[src/rtl/control_pkg.sv]
// ============================================================================
// Module  : control_pkg
// Brief   : States, opcodes and control encodings for the multi-cycle control.
// Revision: 1.0
// ============================================================================
`default_nettype none

package control_pkg;

  typedef enum logic [3:0] {
    ST_FETCH     = 4'd0,
    ST_DECODE    = 4'd1,
    ST_MEM_ADDR  = 4'd2,
    ST_MEM_READ  = 4'd3,
    ST_MEM_WB    = 4'd4,
    ST_MEM_WRITE = 4'd5,
    ST_EXEC_R    = 4'd6,
    ST_EXEC_I    = 4'd7,
    ST_ALU_WB    = 4'd8,
    ST_BRANCH    = 4'd9,
    ST_JAL       = 4'd10,
    ST_TRAP      = 4'd11
  } state_t;

  localparam logic [6:0] c_op_load   = 7'b0000011;
  localparam logic [6:0] c_op_store  = 7'b0100011;
  localparam logic [6:0] c_op_r      = 7'b0110011;
  localparam logic [6:0] c_op_i      = 7'b0010011;
  localparam logic [6:0] c_op_branch = 7'b1100011;
  localparam logic [6:0] c_op_jal    = 7'b1101111;

  localparam logic [3:0] c_alu_add = 4'b0000;
  localparam logic [3:0] c_alu_sub = 4'b0001;
  localparam logic [3:0] c_alu_and = 4'b0010;
  localparam logic [3:0] c_alu_or  = 4'b0011;
  localparam logic [3:0] c_alu_xor = 4'b0100;
  localparam logic [3:0] c_alu_slt = 4'b0101;

  localparam logic [2:0] c_imm_i = 3'b000;
  localparam logic [2:0] c_imm_s = 3'b001;
  localparam logic [2:0] c_imm_b = 3'b010;
  localparam logic [2:0] c_imm_j = 3'b011;

  localparam logic [1:0] c_res_aluout = 2'b00;
  localparam logic [1:0] c_res_mem    = 2'b01;
  localparam logic [1:0] c_res_alu    = 2'b10;

  localparam logic [1:0] c_src_a_pc    = 2'b00;
  localparam logic [1:0] c_src_a_oldpc = 2'b01;
  localparam logic [1:0] c_src_a_rs1   = 2'b10;

  localparam logic [1:0] c_src_b_rs2  = 2'b00;
  localparam logic [1:0] c_src_b_imm  = 2'b01;
  localparam logic [1:0] c_src_b_four = 2'b10;

  localparam logic [1:0] c_cause_none    = 2'b00;
  localparam logic [1:0] c_cause_illegal = 2'b01;
  localparam logic [1:0] c_cause_timeout = 2'b10;

endpackage

`default_nettype wire

[src/rtl/alu_decoder.sv]
// ============================================================================
// Module  : alu_decoder
// Brief   : Maps func3/func7[5] of R- and I-type instructions to an ALU code.
// Revision: 1.0
// ============================================================================
`default_nettype none

module alu_decoder
  import control_pkg::*;
(
  input  logic [2:0] func3,
  input  logic       func7_5,
  input  logic       is_r_type,
  output logic [3:0] alu_control
);

  always_comb begin
    alu_control = c_alu_add;
    case (func3)
      // Immediate forms have no SUB; func7[5] there is part of the immediate.
      3'b000:  alu_control = (is_r_type && func7_5) ? c_alu_sub : c_alu_add;
      3'b111:  alu_control = c_alu_and;
      3'b110:  alu_control = c_alu_or;
      3'b100:  alu_control = c_alu_xor;
      3'b010:  alu_control = c_alu_slt;
      default: alu_control = c_alu_add;
    endcase
  end

endmodule

`default_nettype wire

[src/rtl/multicycle_control.sv]
// ============================================================================
// Module  : multicycle_control
// Brief   : RV32I multi-cycle control FSM with shared memory port handshake.
// Revision: 1.0
// ============================================================================
`default_nettype none

module multicycle_control
  import control_pkg::*;
#(
  parameter int MEM_TIMEOUT = 16,
  parameter int ALU_CTRL_W  = 4
) (
  input  logic                  clk,
  input  logic                  rst,
  input  logic [6:0]            op,
  input  logic [2:0]            func3,
  input  logic [6:0]            func7,
  input  logic                  alu_zero,
  input  logic                  alu_last_bit,
  input  logic                  mem_ready,
  output logic                  mem_req,
  output logic                  mem_write,
  output logic                  adr_source,
  output logic                  ir_write,
  output logic                  pc_write,
  output logic                  reg_write,
  output logic [1:0]            alu_src_a,
  output logic [1:0]            alu_src_b,
  output logic [ALU_CTRL_W-1:0] alu_control,
  output logic [2:0]            imm_source,
  output logic [1:0]            result_source,
  output logic                  retire,
  output logic                  trap,
  output logic [1:0]            trap_cause
);

  localparam int CW = (MEM_TIMEOUT > 0) ? $clog2(MEM_TIMEOUT + 1) : 1;
  localparam logic [CW-1:0] c_wait_limit = CW'(MEM_TIMEOUT);
  localparam logic [CW-1:0] c_wait_max   = {CW{1'b1}};

  state_t          r_state, w_next_state;
  logic [CW-1:0]   r_wait_cnt, w_wait_cnt_next;
  logic            r_trap;
  logic [1:0]      r_cause, w_cause_next;
  logic [3:0]      w_alu_ctrl, w_dec_alu;
  logic            w_mem_state, w_waiting, w_timeout, w_taken, w_branch_ok;
  logic            w_unused_func7;

  assign w_unused_func7 = ^{func7[6], func7[4:0]};

  alu_decoder u_alu_decoder (
    .func3       (func3),
    .func7_5     (func7[5]),
    .is_r_type   (r_state == ST_EXEC_R),
    .alu_control (w_dec_alu)
  );

  assign w_mem_state = (r_state == ST_FETCH) || (r_state == ST_MEM_READ) ||
                       (r_state == ST_MEM_WRITE);
  assign w_waiting   = w_mem_state && !mem_ready;
  assign w_timeout   = (MEM_TIMEOUT > 0) && w_waiting && (r_wait_cnt == c_wait_limit);

  always_comb begin
    w_taken     = 1'b0;
    w_branch_ok = 1'b1;
    case (func3)
      3'b000:  w_taken = alu_zero;
      3'b001:  w_taken = !alu_zero;
      3'b100:  w_taken = alu_last_bit;
      3'b101:  w_taken = !alu_last_bit;
      default: w_branch_ok = 1'b0;
    endcase
  end

  always_ff @(posedge clk or posedge rst) begin
    if (rst) begin
      r_state    <= ST_FETCH;
      r_wait_cnt <= '0;
      r_trap     <= 1'b0;
      r_cause    <= c_cause_none;
    end else begin
      r_state    <= w_next_state;
      r_wait_cnt <= w_wait_cnt_next;
      if (w_next_state == ST_TRAP && r_state != ST_TRAP) begin
        r_trap  <= 1'b1;
        r_cause <= w_cause_next;
      end
    end
  end

  // Counter only advances while a request is stalled in the same state.
  always_comb begin
    w_wait_cnt_next = '0;
    if (w_waiting && w_next_state == r_state)
      w_wait_cnt_next = (r_wait_cnt == c_wait_max) ? r_wait_cnt : r_wait_cnt + 1'b1;
  end

  always_comb begin
    w_next_state  = r_state;
    w_cause_next  = c_cause_none;
    mem_req       = 1'b0;
    mem_write     = 1'b0;
    adr_source    = 1'b0;
    ir_write      = 1'b0;
    pc_write      = 1'b0;
    reg_write     = 1'b0;
    alu_src_a     = c_src_a_pc;
    alu_src_b     = c_src_b_rs2;
    w_alu_ctrl    = c_alu_add;
    imm_source    = c_imm_i;
    result_source = c_res_aluout;
    retire        = 1'b0;
    case (r_state)
      ST_FETCH: begin
        mem_req       = 1'b1;
        alu_src_b     = c_src_b_four;
        result_source = c_res_alu;
        if (mem_ready) begin
          ir_write     = 1'b1;
          pc_write     = 1'b1;
          w_next_state = ST_DECODE;
        end else if (w_timeout) begin
          w_next_state = ST_TRAP;
          w_cause_next = c_cause_timeout;
        end
      end
      ST_DECODE: begin
        // JAL needs its target in ALU-out; everything else precomputes a branch target.
        alu_src_a  = c_src_a_oldpc;
        alu_src_b  = c_src_b_imm;
        imm_source = (op == c_op_jal) ? c_imm_j : c_imm_b;
        case (op)
          c_op_load, c_op_store: w_next_state = ST_MEM_ADDR;
          c_op_r:                w_next_state = ST_EXEC_R;
          c_op_i:                w_next_state = ST_EXEC_I;
          c_op_branch:           w_next_state = ST_BRANCH;
          c_op_jal:              w_next_state = ST_JAL;
          default: begin
            w_next_state = ST_TRAP;
            w_cause_next = c_cause_illegal;
          end
        endcase
      end
      ST_MEM_ADDR: begin
        alu_src_a    = c_src_a_rs1;
        alu_src_b    = c_src_b_imm;
        imm_source   = (op == c_op_store) ? c_imm_s : c_imm_i;
        w_next_state = (op == c_op_store) ? ST_MEM_WRITE : ST_MEM_READ;
      end
      ST_MEM_READ: begin
        mem_req    = 1'b1;
        adr_source = 1'b1;
        if (mem_ready) begin
          w_next_state = ST_MEM_WB;
        end else if (w_timeout) begin
          w_next_state = ST_TRAP;
          w_cause_next = c_cause_timeout;
        end
      end
      ST_MEM_WB: begin
        reg_write     = 1'b1;
        result_source = c_res_mem;
        retire        = 1'b1;
        w_next_state  = ST_FETCH;
      end
      ST_MEM_WRITE: begin
        mem_req    = 1'b1;
        mem_write  = 1'b1;
        adr_source = 1'b1;
        if (mem_ready) begin
          retire       = 1'b1;
          w_next_state = ST_FETCH;
        end else if (w_timeout) begin
          w_next_state = ST_TRAP;
          w_cause_next = c_cause_timeout;
        end
      end
      ST_EXEC_R, ST_EXEC_I: begin
        alu_src_a    = c_src_a_rs1;
        alu_src_b    = (r_state == ST_EXEC_R) ? c_src_b_rs2 : c_src_b_imm;
        w_alu_ctrl   = w_dec_alu;
        w_next_state = ST_ALU_WB;
      end
      ST_ALU_WB: begin
        reg_write     = 1'b1;
        result_source = c_res_aluout;
        retire        = 1'b1;
        w_next_state  = ST_FETCH;
      end
      ST_BRANCH: begin
        alu_src_a  = c_src_a_rs1;
        alu_src_b  = c_src_b_rs2;
        w_alu_ctrl = c_alu_sub;
        if (w_branch_ok) begin
          pc_write      = w_taken;
          result_source = c_res_aluout;
          retire        = 1'b1;
          w_next_state  = ST_FETCH;
        end else begin
          w_next_state = ST_TRAP;
          w_cause_next = c_cause_illegal;
        end
      end
      ST_JAL: begin
        reg_write     = 1'b1;
        pc_write      = 1'b1;
        alu_src_a     = c_src_a_oldpc;
        alu_src_b     = c_src_b_four;
        result_source = c_res_alu;
        retire        = 1'b1;
        w_next_state  = ST_FETCH;
      end
      ST_TRAP: w_next_state = ST_TRAP;
      default: w_next_state = ST_FETCH;
    endcase
  end

  assign alu_control = ALU_CTRL_W'(w_alu_ctrl);
  assign trap        = r_trap;
  assign trap_cause  = r_cause;

endmodule

`default_nettype wire

[config.mk]
export PLATFORM = sky130hd
export DESIGN_NAME = multicycle_control
export DESIGN_NICKNAME = d
export VERILOG_FILES = /design/src/rtl/control_pkg.sv /design/src/rtl/alu_decoder.sv /design/src/rtl/multicycle_control.sv
export SDC_FILE = /design/constraint.sdc
export NUM_CORES = 1
export LEC_CHECK = 0
export BUFFER_PORTS_ARGS = -buffer_cell sky130_fd_sc_hd__buf_4
export CAP_MARGIN = 30
export CORE_MARGIN = 2
export CORE_UTILIZATION = 35
export DETAILED_ROUTE_END_ITERATION = 7
export GPL_ROUTABILITY_DRIVEN = 0
export PLACE_DENSITY = 0.59
export RECOVER_POWER = 50
export SLEW_MARGIN = 15
export SYNTH_ARGS = -nofsm -noshare
export SYNTH_HDL_FRONTEND = slang
export SYNTH_HIERARCHICAL = 1
export SYNTH_SLANG_ARGS = --single-unit
[constraint.sdc]
create_clock -name clk -period 2.15 [get_ports clk]
set_input_delay 0.1075 -clock clk [delete_from_list [all_inputs] [get_ports clk]]
set_output_delay 0.1075 -clock clk [all_outputs]
set_load 0.02 [all_outputs]
==> summary.md <==
| Metric | Value |
|---|---|
| Status | finished, final reports clean |
| Worst path arrival time | ~2.1 ns |
| Antenna Nets Post-Route | 0 |
| # diodes | 0 |
| Drt total wl | about 3000 microns |
| Top cell type's share of synthesized area | around a quarter |
| Clock Sinks | 12 |
| Crit end category | flip-flop |
| Final Hold Fails | 0 |
| Min-delay worst type | in -> reg |
| Crit path launch | r_state[2] |
| Switching Power | around 0.95 mW |
| Syn Nets | 180 |
| Number of synthesized flops with an enable pin | 0 |
| CP Max Fanout | 11 |
| Final setup fails | 0 |
| Top cells by count, synth | nor2_1, dfrtp_1, a21oi_1 |
| Worst Hold Depth | 3 |
| Core Box Area | ~3300 sq um |
| Syn Area/Cell | 7.67 sq um |
| Total grt overflow | 0 |
| Die area | roughly 3900 sq um |
| Via Count | roughly 1200 |
| Static leakage | roughly 0.7 nW |
| Reg clk slew, reported paths | 0.07 ns |
| Die Y | approximately 62 microns |
| Clk root buf | clkbuf_4 |
| Final Slew Violations | 0 |
| WP data required | around 2.3 ns |
| Mapped Area | approximately 1200 sq um |
| Max clock buf depth | 2 |
| PD cells | between 1000 and 1500 nW/um^2 |
| Pint | between 0.9 and 1 mW |
| Overall die width | 62.3 microns |
| Antenna violations before repair | 0 |
| Dpl ws | between 0.3 and 0.4 ns |
| Flops & latches, synth | 12 |
| H-tree depth | 1 |
| Multi-input logic area | approximately 770 sq um |
| Clock power frac | 9.2% |
| Startpoint types | flip-flop |
| Top cells by area, synth | dfrtp_1, nor2_1, nor2b_1 |
| VDD IR max | 618 uV |
| Ys Warns | 6 |
| Post CTS Setup Buffer Count | 0 |
| Comb pwr share | slightly below 70% |
| R2R depth | 5 |
| RSZ-0062 raised after global routing | no |
| Highest clock rate | ~510 MHz |
| Row count | 21 |
| Final HPWL from detailed placement | between 2000 and 2500 microns |
| Asr flop ratio synth | 100% |
| Final WS setup | between 0.15 and 0.2 ns |
| Register area | a little over 300 sq um |
| DRC viols | 0 |
| Most used DFF post-synth | dfrtp_1 |
| Post-layout nets | roughly 210 |
| Layout cells sized above 1 | between 20% and 30% |
| Hold Path Origin | op[0] |
| Post-synth top area cell | dfrtp_1 |
| Cts bufs inserted | 3 |
| 1st-pass router iterations | 4 |
| WL per Instance | about 13 microns |
| Num ports | 45 |
| Max capacitance violation total | 0 |
| Top-count cell post-synth | nor2_1 |
| Final Cycle Share | about nine tenths |
| Synth Instances | 155 |
| Part of the power in registers | a little under a quarter |
| TNS Setup | 0 ns |
| Insertion delay to the later sink of the worst-skew pair | 0.27 ns |
| Port bufs | 36 |
| CTS tree | built |
| Min Tclk post-route | 1.96 ns |
| Largest net degree at the start of global routing | 18 |
| Filler Cells Inserted | between 300 and 400 |
| Sw Ratio | about 49% |
| Distinct cells, synth | 45 |
| Clock skew | slightly above 0.0005 ns |
| Register area share after synthesis | between 20% and 30% |
| Crit Path Class | reg -> reg |
| P&R area growth vs syn | 25.2% |
| DR vias/cell | 5.17 |
| First-pass GRT wire length | 5370 microns |
| FF-to-FF Start | r_state[2] |
| Total GRT Usage | between 15 and 20% |
| DR iter-0 viols | 56 |
| Vias in the first global route | ~1200 |
| Initial Util | between 30% and 40% |
-- final timing paths --
kind                       slack, ns             to
min in group asynchronous       0.39  r_wait_cnt[1]
min                             0.13     r_state[2]
max                             0.19           trap
max reg2reg                     0.19           trap
min reg2reg                     0.50  trap_cause[0]
max in group asynchronous       1.43     r_state[0]
-- sequential cells by signal, indices dropped and copies added, names as in the netlist --
signal,flops
trap_cause,2
r_state,4
trap,1
r_wait_cnt,5
-- power by group through the flow --
stage,registers [mW],logic [mW],clock network (mW)
global route,0.465,1.43,0.192
finish,0.445,1.30,0.178
global placement,0.441,1.33,0
CTS,0.441,1.36,0.183
detailed placement,0.446,1.35,0
floorplan,0.351,1.02,0
-- cell usage in the layout (no fill, tap or decap), drive strengths merged, types with 6 or more instances in the layout --
cell / count
buf: 34
nor2: 25
dfrtp: 12
clkbuf: 11
a21oi: 9
nor2b: 8
nand2: 7
inv: 6
nand2b: 6
and3: 6
-- layout make-up --
cell class	instances	area share, %
clock buffers	4	2.44
inverters	6	1.51
multi-input cells	124	52.1
flip-flops and latches	12	20.3
well taps	46	3.87
repair buffers	42	19.8
-- repair_timing --
| item | 4_1_cts | 5_1_grt |
|---|---|---|
| endpoints found under the hold margin | 12 | 0 |
| gates resized for setup | 0 | 1 |
| endpoints found under the setup margin | 0 | 1 |
| hold buffers | 1 | 0 |
-- layer usage --
layer	global-route usage, %	wire (microns)
met2	27.6	1390
met3	3.99	183
met1	21.2	1390
met5	0	0
met4	5.28	26
-- kinds of logic after synthesis --
group,count (synthesis),share of synthesized area [%]
adder cells (fa/ha/maj),3,3.16
AO/OA/AOI/OAI,31,18.1
XOR/XNOR,8,5.89
other,2,0.632
multiplexers,4,3.37
AND/OR/NAND/NOR,76,35.2
buffers and inverters,19,8.42
flip-flops,12,25.3
-- metrics by stage --
stage | power, mW | instances | area, sq um | hold WS [ns] | util (%)
after floorplan | 1.37 | 155 | 1190 | -0.0278 | -
after global placement | 1.77 | 229 | 1480 | 0.137 | 44.6
after detailed placement | 1.80 | 229 | 1480 | 0.149 | 44.6
after CTS | 1.98 | 234 | 1520 | 0.124 | 46.0
after global routing | 2.09 | 234 | 1490 | 0.168 | 44.9
final | 1.92 | 234 | 1490 | 0.128 | 44.9
-- critical path, stage by stage (launching register included) --
cell	delay, ns
dfrtp_1	0.57
and3b_4	0.27
a22oi_1	0.38
nor2_1	0.10
a211o_1	0.29
a41o_1	0.24
Note: power is estimated with default switching activity, not from simulation.
